==> src/rtl/rr_onehot_arbiter.sv <==
// rr_onehot_arbiter: round-robin arbiter producing a registered one-hot (or zero) grant held until release or timeout
module rr_onehot_arbiter #(
  parameter int N = 8,
  parameter int MAX_HOLD = 16
) (
  input  logic         clk,
  input  logic         rst_n,
  input  logic [N-1:0] req,
  input  logic         done,
  output logic [N-1:0] gnt,
  output logic         busy,
  output logic         timeout
);
  localparam int PW = N > 1 ? $clog2(N) : 1;
  localparam int HW = $clog2(MAX_HOLD + 1);
  typedef enum logic {IDLE, GRANT} state_t;
  state_t state, state_d;
  logic [N-1:0] gnt_d;
  logic [PW-1:0] ptr, ptr_d, win, win_d, sel;
  logic [HW-1:0] hold_cnt, hold_d;
  logic timeout_d;
  // Scan downward so the lowest circular offset from ptr overwrites last and wins.
  always_comb begin
    sel = '0;
    for (int k = N - 1; k >= 0; k--)
      if (req[(int'(ptr) + k) % N]) sel = PW'((int'(ptr) + k) % N);
  end
  always_comb begin
    state_d = state;
    gnt_d = gnt;
    ptr_d = ptr;
    win_d = win;
    hold_d = hold_cnt;
    timeout_d = 1'b0;
    if (state == IDLE) begin
      if (|req) begin
        state_d = GRANT;
        win_d = sel;
        gnt_d = {{(N-1){1'b0}}, 1'b1} << sel;
        hold_d = '0;
      end
    end else if (done || !req[win] || hold_cnt == HW'(MAX_HOLD - 1)) begin
      state_d = IDLE;
      gnt_d = '0;
      hold_d = '0;
      timeout_d = !done && req[win];
      ptr_d = (win == PW'(N - 1)) ? '0 : win + 1'b1;
    end else begin
      hold_d = hold_cnt + 1'b1;
    end
  end
  always_ff @(posedge clk or negedge rst_n) begin
    if (!rst_n) begin
      state <= IDLE;
      gnt <= '0;
      ptr <= '0;
      win <= '0;
      hold_cnt <= '0;
      timeout <= 1'b0;
    end else begin
      state <= state_d;
      gnt <= gnt_d;
      ptr <= ptr_d;
      win <= win_d;
      hold_cnt <= hold_d;
      timeout <= timeout_d;
    end
  end
  assign busy = |gnt;
endmodule
==> config.mk <==
export PLATFORM = sky130hd
export DESIGN_NAME = rr_onehot_arbiter
export DESIGN_NICKNAME = d
export VERILOG_FILES = /design/src/rtl/rr_onehot_arbiter.sv
export SDC_FILE = /design/constraint.sdc
export NUM_CORES = 1
export LEC_CHECK = 0
export BUFFER_PORTS_ARGS = -buffer_cell sky130_fd_sc_hd__buf_2
export CORE_MARGIN = 2
export CORE_UTILIZATION = 59
export DETAILED_ROUTE_END_ITERATION = 10
export PLACE_DENSITY = 0.81
export SYNTH_ARGS = -nofsm -noshare
export SYNTH_HDL_FRONTEND = slang
export SYNTH_SLANG_ARGS = --single-unit
==> constraint.sdc <==
create_clock -name clk -period 4.75 [get_ports clk]
set_input_delay 0.2375 -clock clk [delete_from_list [all_inputs] [get_ports clk]]
set_output_delay 0.2375 -clock clk [all_outputs]
set_load 0.05 [all_outputs]
# Word level (Yosys, flattened, before mapping)
# Cells that the tools add are included.
dict set report totals {
  wordCells 99
  register_bits 21
}
dict set report op_classes {
  n_reduce_logical 18
  n_shift 1
  bitwise_logic 8
  order_cmp 9
  addsub 9
  muxes 45
  n_eq_ne 3
}
# operator count
set op_table {}
lappend op_table {{$lt A4 B5 Y1 const B} 7}
lappend op_table {{$bmux W1 S3} 9}
lappend op_table {{$mux W3} 9}
lappend op_table {{$mux W8} 3}
lappend op_table {{$mux W1} 21}
lappend op_table {{$reduce_or A3 Y1} 7}
lappend op_table {{$reduce_or A8 Y1} 2}
lappend op_table {{$mux W5} 3}
lappend op_table {{$add A3 B3 Y3 const B} 4}
lappend op_table {{$lt A3 B4 Y1 const B} 2}
lappend op_table {{$shl A1 B3 Y8 const A} 1}
lappend op_table {{$and A1 B1 Y1 const A} 7}
lappend op_table {{$add A3 B1 Y3 const B} 2}
lappend op_table {{$add A3 B2 Y3 const B} 2}
lappend op_table {{$reduce_and A2 Y1} 3}
lappend op_table {{$add A5 B1 Y5 const B} 1}
lappend op_table {{$eq A5 B4 Y1 const B} 1}
lappend op_table {{$eq A3 B3 Y1 const B} 1}
lappend op_table {{$logic_not A1 Y1} 2}
lappend op_table {{$logic_or A1 B1 Y1} 2}
lappend op_table {{$ne A2 B1 Y1 const B} 1}
lappend op_table {{$reduce_bool A2 Y1} 1}
lappend op_table {{$logic_and A1 B1 Y1} 1}
lappend op_table {{$not A1 Y1} 1}

# Logic depth before layout (Yosys ltp)
dict set report logic_depth {
  ltp_word 17
  depth_mapped 12
  depth_no_buf 9
}

# Least setup slack after synthesis
# Ideal clock, no wire load.
dict set report synth_timing {
  kind {register to register}
  startpoint {reg ptr[0]}
  endpoint {reg gnt[1]}
  stages_incl_launch_ff 13
  t_arrival_ns 3.228
  required_ns 4.640
  slack_ns 1.412
  synth_period_minus_slack_ns 3.338
  cell_sequence {dfrtp_1 -> buf_2 -> buf_4 -> clkinv_1 -> ha_1 -> buf_6 -> mux2i_1 -> mux4_2 -> a211o_1 -> a21o_1 -> a2111oi_4 -> nor3_2 -> o41ai_1}
}
dict set report synth_via {
  elab_chain_cells 15
  word_cells_on_any_way 41
  cone_classes {7 x add/sub; 1 x shift; 33 x mux}
}
# element line
set synth_lines {}
lappend synth_lines {{start: declaration} 19} ;# logic [PW-1:0] ptr, ptr_d, win, win_d, sel;
lappend synth_lines {{start signal: assignment} 63} ;# ptr <= ptr_d;
lappend synth_lines {{$add A3 B3 Y3} 26} ;# if (req[(int'(ptr) + k) % N]) sel = PW'((int'(ptr) + k) % N);
lappend synth_lines {{$bmux W1 S3} 26}
lappend synth_lines {{$mux W1 (implied by the code) (2 in series)} 26}
lappend synth_lines {{$mux W3 (7 in series)} 26}
lappend synth_lines {{$mux W3 *} 26}
lappend synth_lines {{$shl A1 B3 Y8 *} 39} ;# gnt_d = {{(N-1){1'b0}}, 1'b1} << sel;
lappend synth_lines {{$mux W8 *} 36} ;# if (|req) begin
lappend synth_lines {{$mux W8 *} 35} ;# if (state == IDLE) begin
lappend synth_lines {{end signal: assignment} 62} ;# gnt <= gnt_d;
lappend synth_lines {{end: declaration} 10} ;# output logic [N-1:0] gnt,
# Every way passes the cells marked *; elsewhere a longest branch is shown, timed or not. The select of a mux whose other input is x is not followed.
# A chain may end at the register's enable or synchronous reset.

# Worst setup path after layout
dict set report layout_timing {
  startpoint {reg ptr[1]}
  endpoint {reg gnt[5]}
}
# Same word-level chain as after synthesis.

==> metrics.md <==
| Metric | Value |
|---|---|
| Status | completed |
| Row count | 20 |
| Post-Synth XOR/XNOR Area | 2.78% |
| Crit path time final | 3.83 ns |
| Via count | 1,648 |
| Slowest stage delay, CP | 0.78 ns |
| Final period util | 80.6% |
| Worst path required time | 4.93 ns |
| Worst Hold Slack | 0.242 ns |
| Synth Area in Compound Gates | 18.5% |
| GRT Total Usage | 26.3% |
| Largest net degree at the start of global routing | 25 |
| Die height | 60.6 um |
| Final Cell Area | 2030 um^2 |
| Remaining antenna violation count after routing | 0 |
| H-Tree Depth | 1 |
| CP Class | register to register |
| Initial antenna violation count | 0 |
| Main combinational cell family by area after synthesis | multiplexers |
| Max Fclk | 261 MHz |
| #FFs+latches synth | 21 |
| Area post-placement | 1990 um^2 |
| Crit start category | register |
| Netlist cell types | 44 |
| CTS root buf | clkbuf_4 |
| Max Slew Vio Count | 0 |
| Multi-input gate area | 1280 um^2 |
| WL/cell | 18.3 um |
| CP delay by family, top | compound AO/OA/AOI/OAI gates |
| CP Capture Type | register |
| Endpoints failing setup | 0 |
| Longest Clk Path Bufs | 2 |
| Measured slew at the worst slew-check pin | 0.827 ns |
| RSZ-0062 raised after global routing | no |
| Synth top area share | 27.8% |
| Die ar. | 3670 um^2 |
| Residual DRC | 0 |
| Buffers & Inverters on Critical Path | 1 |
| Post-Synth Simple-Gate Area | 15.4% |
| Initial Util | 61.9% |
| Largest cells by area after synthesis | dfrtp_1, mux4_2, mux2i_1 |
| CTS tree | built |
| Num CTS Buffers | 3 |
| GPL Wtd Cong | 0.913 |
| Mux contribution to synthesized area | 27.3% |
| Critical Path AT | 4.01 ns |
| Fillers | 277 |
| DP HPWL | 3.43 mm |
| Chip Width | 60.6 um |
| Most frequent cell after synthesis | nand2_1 |
| HP Class | primary input to register |
| Fin cells | 251 |
| Sequential fraction of the synthesis area | 27.8% |
| Commonest cells in the netlist | nand2_1, dfrtp_1, mux4_2, nor2_1, o21ai_0 |
| Clk sinks | 21 |
| Setup TNS | 0 ns |
| Number of synthesized flops with an enable pin | 0 |
| Clock skew | 0.0105 ns |
| Slew HR | 44.8% |
| Mapped Cells | 192 |
| Final WL | 4.61 mm |
| Inst Count DP | 246 |
| Crit-path slowest cell | dfrtp_1 |
| Average size of a mapped cell | 9.85 um^2 |
| Cell area after synthesis | 1890 um^2 |
| Core area | 3050 um^2 |
| Dominant cell type by area after synthesis | dfrtp_1 |
| Drt pass-1 iters | 5 |
| Clk pin slew, worst setup/hold paths | 0.12 ns |
| Vias in the first global route | 1,512 |
| First-pass GRT wire length | 7.38 mm |
| FFs w/ async S/R, synth | 100% |
| CP cell instances | inv_1 -> ha_1 -> mux2i_1 -> mux4_2 -> a211o_1 -> a21o_1 -> a2111oi_4 -> nor3_2 -> o41ai_1 |
| P&R area growth vs syn | 7.41% |
| Synthesized net count | 209 |
| Port Buffers | 20 |
| Adder-cell share of the synthesized area | 3.97% |
| DR vias/cell | 6.57 |
| Max cap viols | 0 |
| Reg area | 526 um^2 |
| Top_reg_cell synth | dfrtp_1 |
| Yosys warnings | 0 |
| Total gr overflow | 0 |
| Share of layout cells above drive strength 1 | 22.7% |
| Initial drt markers | 109 |
| CP max FO | 16 |
| Clk_lat worst skew | 0.29 ns |
| Final Hold Viols | 0 |
| Final Net Count | 225 |
| Ant diodes | 0 |
| I/O pins | 21 |
[repair_timing]
item,in CTS,in global routing
resized for setup,0,0
hold endpoints to repair,21,0
setup endpoints to repair,0,0
hold buffers,1,0
setup buffers,0,0
[tightest hold or removal path, stage by stage]
cell	delay (ns)
buf_2	0.09
nor2_1	0.05
nand2_1	0.09
nor2_1	0.04
[per-layer routing]
layer / wire, um / GRT usage [%] / vias to the layer above
li1: - / - / 769
met1: 1970 / 35.8 / 825
met2: 2420 / 46.2 / 46
met3: 152 / 1.71 / 8
met4: 65 / 6.52 / 0
met5: 0 / 0 / -
[cells in the final DEF (no fill, tap or decap), drive strengths merged, types with 2 or more instances in the layout]
cell and n:
dfrtp 21, nand2 24, o31ai 3, a22o 2
or3 2, and3 2, ha 6, a21oi 6
nand3 3, o21ai 16, a22oi 4, o41ai 8
clkbuf 4, nor2 15, buf 21, nor4 4
nor3 2, nand2b 2, o311ai 2, inv 5
o211ai 2, mux2i 11, xor2 3, xnor2 3
mux4 15, and2 2, mux2 6
[cells by family after synthesis]
logic type | after synthesis
compound gates | 49
xor+xnor | 6
fa+ha+maj | 6
buf+inv | 17
flops | 21
mux | 32
simple gates | 61
[flip-flops by register name, summed over array words and instances, names as in the netlist]
signal and cells:
win 3, timeout 1, state 1, gnt 8, hold_cnt 5, ptr 3
[stage by stage]
| stage | util [%] | setup slack, ns |
|---|---|---|
| after floorplan | - | 1.41 |
| after detailed placement | 65.3 | 0.929 |
| after global routing | 66.5 | 0.533 |
| after global placement | 65.3 | 1.13 |
| final | 66.5 | 0.920 |
| after CTS | 66.5 | 0.916 |
[final cells by class]
type	count	area share, %
repair buffers	22	5.79
clock buffers	4	1.29
well taps	44	2.71
flip-flops and latches	21	25.9
multi-input cells	154	63.2
inverters	6	1.11
[worst paths after layout]
path	startpoint	endpoint	slack, ns	depth (start not counted)
max reg2reg	ptr[1]	gnt[5]	0.92	9
min in group asynchronous	rst_n	hold_cnt[0]	0.41	2
max	ptr[1]	gnt[5]	0.92	9
min	done	timeout	0.24	4
min reg2reg	hold_cnt[4]	hold_cnt[4]	0.50	2
max in group asynchronous	rst_n	hold_cnt[2]	4.02	2
Power is not shown: default switching activity piles up to over one toggle a cycle in this logic, so the estimate is an artifact.
